$ cat config.mk
export PLATFORM = sky130hd
export DESIGN_NAME = fetch_unit
export DESIGN_NICKNAME = d
export VERILOG_FILES = /design/src/rtl/fetch_pkg.sv /design/src/rtl/fetch_queue.sv /design/src/rtl/fetch_unit.sv
export SDC_FILE = /design/constraint.sdc
export NUM_CORES = 1
export LEC_CHECK = 0
export CAP_MARGIN = 15
export CORE_MARGIN = 2
export CORE_UTILIZATION = 40
export CTS_CLUSTER_SIZE = 8
export DETAILED_ROUTE_END_ITERATION = 8
export GPL_ROUTABILITY_DRIVEN = 0
export PLACE_DENSITY_LB_ADDON = 0.08
export SLEW_MARGIN = 5
export SYNTH_ARGS = -nofsm -noshare
export SYNTH_HDL_FRONTEND = slang
export SYNTH_SLANG_ARGS = --single-unit
$ cat constraint.sdc
create_clock -name clk -period 5.92 [get_ports clk]
set_input_delay 0.888 -clock clk [delete_from_list [all_inputs] [get_ports clk]]
set_output_delay 0.888 -clock clk [all_outputs]
set_load 0.02 [all_outputs]
$ cat src/rtl/fetch_pkg.sv
// rtl/fetch_pkg.sv - shared constants and flush-cause type for the fetch front end
// Contents:
//   XLEN_DEFAULT      default PC/data width
//   RESET_PC_DEFAULT  default first fetch address
//   IRQ_VEC_DEFAULT   default interrupt vector
//   EXC_VEC_DEFAULT   default exception vector
//   flush_cause_e     winning flush cause for the current cycle
package fetch_pkg;

   localparam int          XLEN_DEFAULT     = 32;
   localparam logic [31:0] RESET_PC_DEFAULT = 32'h0000_0000;
   localparam logic [31:0] IRQ_VEC_DEFAULT  = 32'h8000_0004;
   localparam logic [31:0] EXC_VEC_DEFAULT  = 32'h8000_0008;

   typedef enum logic [1:0] {
      CAUSE_NONE  = 2'd0,
      CAUSE_EXC   = 2'd1,
      CAUSE_REDIR = 2'd2,
      CAUSE_IRQ   = 2'd3
   } flush_cause_e;

endpackage

$ cat src/rtl/fetch_queue.sv
// rtl/fetch_queue.sv - prefetch circular buffer with alloc/fill/pop/flush
// Ports:
//   clk, reset           clock, asynchronous active-low reset
//   flush                empty the buffer (wins over alloc/fill/pop)
//   alloc, alloc_pc      reserve the next slot for a request to alloc_pc
//   fill, fill_data      write a returned word into the oldest unfilled slot
//   pop                  retire the head slot
//   head_filled          head slot holds an instruction
//   head_pc, head_instr  head slot contents
//   empty                no slots allocated
//   occupancy            slots filled but not yet popped
//   in_flight            slots allocated but not yet filled
module fetch_queue
   import fetch_pkg::*;
#(
   parameter int XLEN  = XLEN_DEFAULT,
   parameter int DEPTH = 4
) (
   input  logic                   clk,
   input  logic                   reset,
   input  logic                   flush,
   input  logic                   alloc,
   input  logic [XLEN-1:0]        alloc_pc,
   input  logic                   fill,
   input  logic [31:0]            fill_data,
   input  logic                   pop,
   output logic                   head_filled,
   output logic [XLEN-1:0]        head_pc,
   output logic [31:0]            head_instr,
   output logic                   empty,
   output logic [$clog2(DEPTH):0] occupancy,
   output logic [$clog2(DEPTH):0] in_flight
);

   localparam int AW = $clog2(DEPTH);

   // Pointers carry one extra wrap bit so full and empty are distinguishable.
   logic [AW:0]      head_ptr;
   logic [AW:0]      fill_ptr;
   logic [AW:0]      alloc_ptr;
   logic [XLEN-1:0]  pc_mem    [DEPTH];
   logic [31:0]      instr_mem [DEPTH];
   logic [DEPTH-1:0] filled;
   logic             fill_ok;
   logic             pop_ok;

   // A response can only land in a slot that was actually requested.
   assign fill_ok = fill && (fill_ptr != alloc_ptr);
   assign pop_ok  = pop && head_filled;

   always_ff @(posedge clk or negedge reset) begin
      if (!reset) begin
         head_ptr  <= '0;
         fill_ptr  <= '0;
         alloc_ptr <= '0;
         filled    <= '0;
      end else if (flush) begin
         head_ptr  <= '0;
         fill_ptr  <= '0;
         alloc_ptr <= '0;
         filled    <= '0;
      end else begin
         if (alloc) begin
            alloc_ptr <= alloc_ptr + (AW+1)'(1);
         end
         if (fill_ok) begin
            filled[fill_ptr[AW-1:0]] <= 1'b1;
            fill_ptr                 <= fill_ptr + (AW+1)'(1);
         end
         if (pop_ok) begin
            filled[head_ptr[AW-1:0]] <= 1'b0;
            head_ptr                 <= head_ptr + (AW+1)'(1);
         end
      end
   end

   // Payload storage needs no reset; the filled flags qualify it.
   always_ff @(posedge clk) begin
      if (alloc && !flush) begin
         pc_mem[alloc_ptr[AW-1:0]] <= alloc_pc;
      end
      if (fill_ok && !flush) begin
         instr_mem[fill_ptr[AW-1:0]] <= fill_data;
      end
   end

   assign head_filled = filled[head_ptr[AW-1:0]];
   assign head_pc     = pc_mem[head_ptr[AW-1:0]];
   assign head_instr  = instr_mem[head_ptr[AW-1:0]];
   assign empty       = (alloc_ptr == head_ptr);
   assign occupancy   = fill_ptr - head_ptr;
   assign in_flight   = alloc_ptr - fill_ptr;

endmodule

$ cat src/rtl/fetch_unit.sv
// rtl/fetch_unit.sv - instruction-fetch front end: PC, request issue, prefetch queue, flush control
// Ports:
//   clk, reset                       clock, asynchronous active-low reset
//   imem_req_valid/ready/addr        pipelined fetch request to instruction memory
//   imem_rsp_valid/data              in-order instruction response
//   redirect_valid, redirect_pc      taken branch/jump target (low two bits ignored)
//   exc                              exception from execute
//   irq, irq_ack                     level interrupt request, one-cycle acknowledge
//   epc                              return PC for the flush being taken this cycle
//   out_valid/ready/instr/pc/pcp4    instruction handoff to decode
module fetch_unit
   import fetch_pkg::*;
#(
   parameter int              XLEN     = XLEN_DEFAULT,
   parameter int              DEPTH    = 4,
   parameter logic [XLEN-1:0] RESET_PC = XLEN'(RESET_PC_DEFAULT),
   parameter logic [XLEN-1:0] IRQ_VEC  = XLEN'(IRQ_VEC_DEFAULT),
   parameter logic [XLEN-1:0] EXC_VEC  = XLEN'(EXC_VEC_DEFAULT)
) (
   input  logic            clk,
   input  logic            reset,
   output logic            imem_req_valid,
   input  logic            imem_req_ready,
   output logic [XLEN-1:0] imem_req_addr,
   input  logic            imem_rsp_valid,
   input  logic [31:0]     imem_rsp_data,
   input  logic            redirect_valid,
   input  logic [XLEN-1:0] redirect_pc,
   input  logic            exc,
   input  logic            irq,
   output logic            irq_ack,
   output logic [XLEN-1:0] epc,
   output logic            out_valid,
   input  logic            out_ready,
   output logic [31:0]     out_instr,
   output logic [XLEN-1:0] out_pc,
   output logic [XLEN-1:0] out_pcp4
);

   localparam int          CW    = $clog2(DEPTH) + 1;
   localparam logic [CW:0] LIMIT = (CW+1)'(DEPTH);

   logic [XLEN-1:0] fetch_pc;
   logic [CW-1:0]   drop;
   flush_cause_e    cause;
   logic            flush;
   logic [XLEN-1:0] flush_pc;
   logic [CW:0]     pending;
   logic            req_fire;
   logic            rsp_drop;
   logic            fill;
   logic            pop;
   logic            head_filled;
   logic [XLEN-1:0] head_pc;
   logic [31:0]     head_instr;
   logic            q_empty;
   logic [CW-1:0]   occupancy;
   logic [CW-1:0]   in_flight;

   // Highest-priority cause wins; interrupts are only taken in user mode
   // (fetch_pc MSB clear). Nothing is taken while reset is asserted.
   always_comb begin
      cause    = CAUSE_NONE;
      flush_pc = fetch_pc;
      if (!reset) begin
         cause = CAUSE_NONE;
      end else if (exc) begin
         cause    = CAUSE_EXC;
         flush_pc = EXC_VEC;
      end else if (redirect_valid) begin
         cause    = CAUSE_REDIR;
         flush_pc = {redirect_pc[XLEN-1:2], 2'b00};
      end else if (irq && !fetch_pc[XLEN-1]) begin
         cause    = CAUSE_IRQ;
         flush_pc = IRQ_VEC;
      end
   end

   assign flush   = (cause != CAUSE_NONE);
   assign irq_ack = (cause == CAUSE_IRQ);
   assign epc     = q_empty ? fetch_pc : head_pc;

   // Every outstanding memory transaction holds a credit until its response
   // returns, whether it will be kept (queue slot) or discarded (drop).
   assign pending        = {1'b0, occupancy} + {1'b0, in_flight} + {1'b0, drop};
   assign imem_req_valid = reset && !flush && (pending < LIMIT);
   assign imem_req_addr  = fetch_pc;
   assign req_fire       = imem_req_valid && imem_req_ready;

   assign rsp_drop = imem_rsp_valid && (drop != '0);
   assign fill     = imem_rsp_valid && (drop == '0) && !flush;

   // The flush hides the head so decode can never consume an instruction in
   // the same cycle it is being squashed; epc then names that head.
   assign out_valid = head_filled && !flush;
   assign pop       = out_valid && out_ready;
   assign out_instr = head_instr;
   assign out_pc    = head_pc;
   assign out_pcp4  = head_pc + XLEN'(4);

   always_ff @(posedge clk or negedge reset) begin
      if (!reset) begin
         fetch_pc <= RESET_PC;
         drop     <= '0;
      end else if (flush) begin
         fetch_pc <= flush_pc;
         // Everything still outstanding becomes stale, except a response
         // arriving right now, which is discarded along with the queue.
         drop     <= drop + in_flight - CW'(imem_rsp_valid);
      end else begin
         if (req_fire) begin
            fetch_pc <= fetch_pc + XLEN'(4);
         end
         if (rsp_drop) begin
            drop <= drop - CW'(1);
         end
      end
   end

   fetch_queue #(
      .XLEN  (XLEN),
      .DEPTH (DEPTH)
   ) u_queue (
      .clk         (clk),
      .reset       (reset),
      .flush       (flush),
      .alloc       (req_fire),
      .alloc_pc    (fetch_pc),
      .fill        (fill),
      .fill_data   (imem_rsp_data),
      .pop         (pop),
      .head_filled (head_filled),
      .head_pc     (head_pc),
      .head_instr  (head_instr),
      .empty       (q_empty),
      .occupancy   (occupancy),
      .in_flight   (in_flight)
   );

endmodule

==> flow_summary_export.csv, run 1 <==
group,metric,value,unit
sta,worst_pin_slew,0.933,ns
clock_network,cts_setup_buffers,0,
clock_network,cts_tree,"yes",
synth,ys_top_cells_by_area,"edfxtp_1 (56%), mux4_2 (10%), dfrtp_1 (8.7%)",
clock_network,ctsResizeCount,0,
cells_and_area,nFillCells,2733,
sta,final.min_clock_period,5.12,ns
min_path,hold_path_class,"input port to async pin",
setup_path,critPathArrivalTime,4.23,ns
power,leakage,5.83,nW
synth,synthSimpleGateAreaFrac,7.93,%
setup_path,end_kind,"output pin",
synth,async_reset_ff_share,15.6,%
job,drv_cap,0,
cells_and_area,ff_latch_area,8600,um2
setup_path,path_cells,"buf_4 -> inv_1 -> fa_1 -> xnor2_1 -> xnor2_1 -> fa_1 -> fa_1 -> xnor2_1 -> nand3_1 -> nor2_1 -> clkdlybuf4s50_1",
setup_path,path_buf_inv,3,
clock_network,clk_pin_slew,0.05,ns
sta,tns,0,ns
sta,min_period_over_period,86.5,%
global_route,grt_pass1_vias,8693,
clock_network,cts_buffers,42,
outcome,status,"finished, final reports clean",
synth,ys_types,58,
sta,setup_viol,0,
power,power_density,363,nW/um2
global_route,grt_pass1_wl,51.4,mm
cells_and_area,layout-drive-gt1-share,15.0,%
power,power_switching_share,28.9,%
placed_design,io_buffers,224,
synth,synth_top_area_share,56.0,%
synth,netlist_instances,842,
synth,synth_mux_area_share,13.1,%
sta,finalMaxSlewViolations,0,
synth,synth_edf_count,248,
synth,synth_top_family_by_area,"multiplexers",
floorplanning,fp.dieW,186,um
global_route,antenna_found_initial,2,
placed_design,dp_slack,1.18,ns
power,p_int,4.44,mW
clock_network,clock_latency,0.52,ns
global_route,grt_max_degree,45,
synth,yosys.area.top_type,"edfxtp_1",
floorplanning,num_io_pins,235,
power,switching_power,1.80,mW
sta,max_freq,195,MHz
sta,relSlewSlack,37.8,%
synth,ys_seq_area_share,64.7,%
cells_and_area,diodes,0,
floorplanning,die_h,186,um
cells_and_area,syn_to_final_growth,29.5,%
setup_path,cp_max_fo,25,
route,routed_via_density,5.29,
route,wire_per_inst,21.5,um
setup_path,critical_path_class,"flop to output pin",
synth,synth-seq-cells,294,
synth,synth-compound-area-share,5.09,%
setup_path,crit_family,"adder cells",
placed_design,hpwl,21.2,mm
power,pwr-share-clk,35.0,%
route,vias,8284,
route,route.detailed.drc,0,
synth,ys.flop_type,"edfxtp_1",
route,drt_iter0_drc,582,
floorplanning,start_util,40.7,%
cells_and_area,layout.nets,1191,
sta,rsz0062_at_grt,"false",
placed_design,placed_area,16000,um2
route,drt-pass1-iter-count,5,
cells_and_area,final_common_cell,"edfxtp_1",
global_route,grtUsageTotal,19.6,%
cells_and_area,post-route-cell-area,17200,um2
floorplanning,dieArea,34700,um2
cells_and_area,final_cell_mix,"edfxtp_1 (248), clkdlybuf4s50_1 (223), nand2_1 (62)",
clock_network,cts_root_buf,"clkbuf_16",
setup_path,crit_path_top_delay_cell,"clkdlybuf4s50_1",
power,p_comb_share,25.5,%
clock_network,cts.sinks,294,
cells_and_area,multi_input_area,4350,um2
synth,synth.avg_cell_area,15.8,um2
synth,mappedNetlistArea,13300,um2
sta,hold_viol,0,
synth,yosysWarningCount,0,
floorplanning,fp-row-count,66,
setup_path,critPathLaunchType,"flop",
synth,synth_fa_ha_area_share,3.07,%
route,antenna_left,0,
power,ir_drop,0.237,mV
clock_network,ctsHoldBuffers,0,
global_route,overflow,0,
cells_and_area,final_util,52.8,%
setup_path,max_stage_delay,0.61,ns
power,p_seq_share,39.5,%
sta,fin_skew,0.0138,ns
route,wirelength,33.6,mm
floorplanning,coreArea,32600,um2
synth,yosys.area_share.xor_xnor,3.16,%
clock_network,clockBufferDepth,3,
sta,worst_slack,0.800,ns
setup_path,cp.required,5.03,ns
clock_network,cts_htree_levels,2,
==> metal layers <==
layer / vias to the layer above / GRT usage, % / part of all wire (%)
met4: 4 / 4.60 / 1.7
met2: 265 / 33.1 / 48
met3: 49 / 5.04 / 7.0
met1: 4178 / 25.6 / 43
li1: 3788 / - / -
met5: - / 0 / 0.080
==> path summary, 6_finish.rpt <==
kind,start,endpoint,slack [ns],cells after the start
worst min register to register,u_queue.filled[3],u_queue.filled[3],0.56,2
worst min-delay path,reset,u_queue.head_ptr[1],0.30,1
worst max-delay path,u_queue.head_ptr[1],imem_req_valid,0.80,11
min in group clk,u_queue.filled[3],u_queue.filled[3],0.56,2
worst max register to register,u_queue.head_ptr[1],u_queue.pc_mem[3][11],1.20,12
max in group asynchronous,reset,u_queue.alloc_ptr[1],4.76,2
==> power groups by stage <==
stage	sequential [mW]	combinational [mW]	clock (mW)
6_report	2.47	1.59	2.19
5_1_grt	2.48	1.72	2.33
4_1_cts	2.47	1.61	2.25
3_5_place_dp	2.51	1.61	0
3_3_place_gp	2.50	1.60	0
2_1_floorplan	2.49	0.931	0
==> layout make-up <==
type	instances	share of cell area [%]
sequential	294	50.0
inverter	25	0.545
timing repair buffer	244	13.9
clock inverter	3	0.196
clock buffer	74	6.86
multi-input combinational	483	25.2
tap	442	3.21
==> cells in the mapped netlist (all sizes together) (7+ instances only) <==
library cell  instances
a21oi                44
clkbuf               17
dfrtp                46
mux4                 63
edfxtp              248
inv                  25
nand3                30
o21ai                25
xnor2                43
buf                  30
nand2                62
o31ai                12
and3                 16
nor3                  7
mux2                 25
and2                  9
ha                   23
nand4                28
nor2                 25
==> per-stage QoR <==
step | hold WS [ns] | power [mW] | cells
final | 0.298 | 6.25 | 1565
after global routing | 0.317 | 6.53 | 1565
after CTS | 0.295 | 6.33 | 1565
after detailed placement | 0.554 | 4.12 | 1488
after global placement | 0.536 | 4.11 | 1488
after floorplan | 0.506 | 3.42 | 849
==> worst register-to-register path: cells and delay by family (launching register included) <==
| kind | cells | cell delay [ns] |
|---|---|---|
| adders and majority gates | 3 | 1.35 |
| buffers and inverters | 4 | 1.06 |
| and+or+nand+nor | 2 | 1.04 |
| xor gates and xnor gates | 3 | 0.61 |
| DFF | 1 | 0.33 |
==> logic make-up (layout without fill, tap and decap cells) <==
logic type                 count (synthesis)  count (layout)
adders and majority gates                 29              29
muxes                                     91              91
AOI/OAI and AO/OA                        110             110
buffers and inverters                     72             346
other                                      1               8
xor gates and xnor gates                  48              48
and+or+nand+nor                          197             197
DFF                                      294             294
==> registers in the layout, indices dropped and copies added (netlist names) <==
register and flops:
u_queue.instr_mem 128, u_queue.pc_mem 120, imem_req_addr 30, u_queue.filled 4, drop 3, u_queue.alloc_ptr 3, u_queue.fill_ptr 3, u_queue.head_ptr 3
Power figures use the tool's default switching activity.
==> inputs of run 2 (changes only) <==
Settings changed: CAP_MARGIN 15 to 20, CORE_ASPECT_RATIO set to 1.1.
==> run 2 against run 1 <==
- sequential cell count unchanged
- total power up 0.31%
- global-route usage is 0.27 points lower
- sequential power about the same
- clock power barely moved
- clock-buffer cell count grew 1
- wire length shrank 1.3%
- register-to-register slack gained 0.52 ns
- utilization shrank 0.61 points
- highest routed layer is now met4
==> flow_summary_export.csv, run 2 (synthesized netlist as in run 1, its figures left out) <==
group,metric,value,unit
route,wire_per_inst,21.3,um
floorplanning,fp.dieW,178,um
floorplanning,die_h,195,um
setup_path,path_buf_inv,3,
clock_network,ctsResizeCount,0,
route,vias,8243,
cells_and_area,syn_to_final_growth,29.6,%
placed_design,hpwl,21.6,mm
global_route,overflow,0,
clock_network,cts_root_buf,"clkbuf_16",
setup_path,critPathLaunchType,"flop",
global_route,grt_pass1_wl,51.0,mm
cells_and_area,largest_reg_flops,128,
setup_path,reg2reg_depth,12,
route,wirelength,33.1,mm
setup_path,end_kind,"output pin",
floorplanning,dieArea,34700,um2
setup_path,path_cells,"inv_1 -> ha_1 -> inv_1 -> fa_1 -> xnor2_1 -> xnor2_1 -> fa_1 -> fa_1 -> xnor2_1 -> nand3_1 -> nor2_1 -> clkdlybuf4s50_1",
sta,final.min_clock_period,4.95,ns
sta,max_freq,202,MHz
route,drt-pass1-iter-count,6,
sta,worst_slack,0.972,ns
route,antenna_left,0,
power,switching_power,1.78,mW
power,pwr-share-clk,35.1,%
setup_path,critical_path_class,"flop to output pin",
setup_path,r2r-start,"u_queue.fill_ptr[0]",
sta,finalMaxSlewViolations,0,
placed_design,placed_area,16000,um2
power,p_comb_share,25.6,%
route,routed_via_density,5.30,
global_route,grt_pass1_vias,8573,
power,p_seq_share,39.3,%
placed_design,io_buffers,224,
clock_network,clockBufferDepth,3,
clock_network,cts_tree,"yes",
power,leakage,5.84,nW
sta,worst_pin_slew,0.955,ns
power,ir_drop,0.245,mV
cells_and_area,final_cell_mix,"edfxtp_1 (248), clkdlybuf4s50_1 (223), nand2_1 (62)",
sta,hold_viol,0,
job,drv_cap,0,
setup_path,crit_family,"adder cells",
cells_and_area,post-route-cell-area,17200,um2
global_route,grt_max_degree,45,
setup_path,cp_max_fo,4,
sta,fin_skew,0.0102,ns
route,drt_iter0_drc,478,
clock_network,ctsHoldBuffers,0,
floorplanning,start_util,40.3,%
sta,tns,0,ns
cells_and_area,nFillCells,2814,
sta,rsz0062_at_grt,"false",
power,power_density,364,nW/um2
power,p_int,4.48,mW
setup_path,crit_path_top_delay_cell,"clkdlybuf4s50_1",
route,route.detailed.drc,0,
setup_path,reg2reg_slack,1.72,ns
setup_path,cp.required,5.03,ns
clock_network,clock_latency,0.52,ns
sta,relSlewSlack,36.3,%
floorplanning,fp-row-count,70,
min_path,hold_path_class,"input port to async pin",
sta,setup_viol,0,
clock_network,clk_pin_slew,0.05,ns
clock_network,cts_setup_buffers,0,
setup_path,worst-path-stages,12,
clock_network,cts.sinks,294,
setup_path,critPathArrivalTime,4.06,ns
power,power_switching_share,28.5,%
cells_and_area,layout-drive-gt1-share,15.0,%
cells_and_area,final_common_cell,"edfxtp_1",
sta,min_period_over_period,83.6,%
clock_network,cts_htree_levels,2,
global_route,antenna_found_initial,1,
cells_and_area,layout.nets,1191,
setup_path,timing.rr.end,"u_queue.pc_mem[0][22]",
sta,holdWs,0.357,ns
floorplanning,coreArea,33000,um2
placed_design,dp_slack,1.46,ns
outcome,status,"finished, final reports clean",
setup_path,max_stage_delay,0.61,ns
floorplanning,num_io_pins,235,
clock_network,cts_buffers,42,
global_route,grtUsageTotal,19.4,%
==> run 2: through the flow <==
| step | utilization (%) | total power [mW] | instances |
|---|---|---|---|
| after floorplan | - | 3.42 | 849 |
| after global placement | 48.3 | 4.10 | 1477 |
| after detailed placement | 48.3 | 4.11 | 1477 |
| after CTS | 52.1 | 6.34 | 1554 |
| after global routing | 52.1 | 6.56 | 1555 |
| final | 52.2 | 6.27 | 1556 |
==> run 2: how the worst max path moves through the flow <==
| stage | startpoint | end |
|---|---|---|
| floorplan | u_queue.head_ptr[1] | u_queue.pc_mem[0][10] |
| global placement | u_queue.head_ptr[0] | imem_req_valid |
| detailed placement | u_queue.fill_ptr[0] | imem_req_valid |
| CTS | u_queue.fill_ptr[0] | imem_req_valid |
| global route | u_queue.fill_ptr[0] | imem_req_valid |
| finish | u_queue.fill_ptr[0] | imem_req_valid |
==> run 2: power groups by stage <==
stage | clock [mW] | sequential (mW) | combinational [mW]
global placement | 0 | 2.50 | 1.60
detailed placement | 0 | 2.50 | 1.60
finish | 2.20 | 2.46 | 1.61
CTS | 2.26 | 2.46 | 1.61
floorplan | 0 | 2.49 | 0.931
global route | 2.35 | 2.48 | 1.73
==> run 2: layout make-up <==
cell class              count  area, um2  area share, %
well taps                 432        541           3.14
flip-flops and latches    294       8600           50.0
clock inverters             2       28.8          0.167
inverters                  25       93.8          0.545
clock buffers              75       1210           7.00
multi-input cells         483       4350           25.2
diodes                      1       2.50         0.0145
repair buffers            244       2400           13.9
==> run 2: metal layers <==
layer  routed length [um]  GRT usage, %
met5                    0             0
met2                16800          33.7
met1                13700          24.4
met4                  471          4.13
met3                 2210          4.77
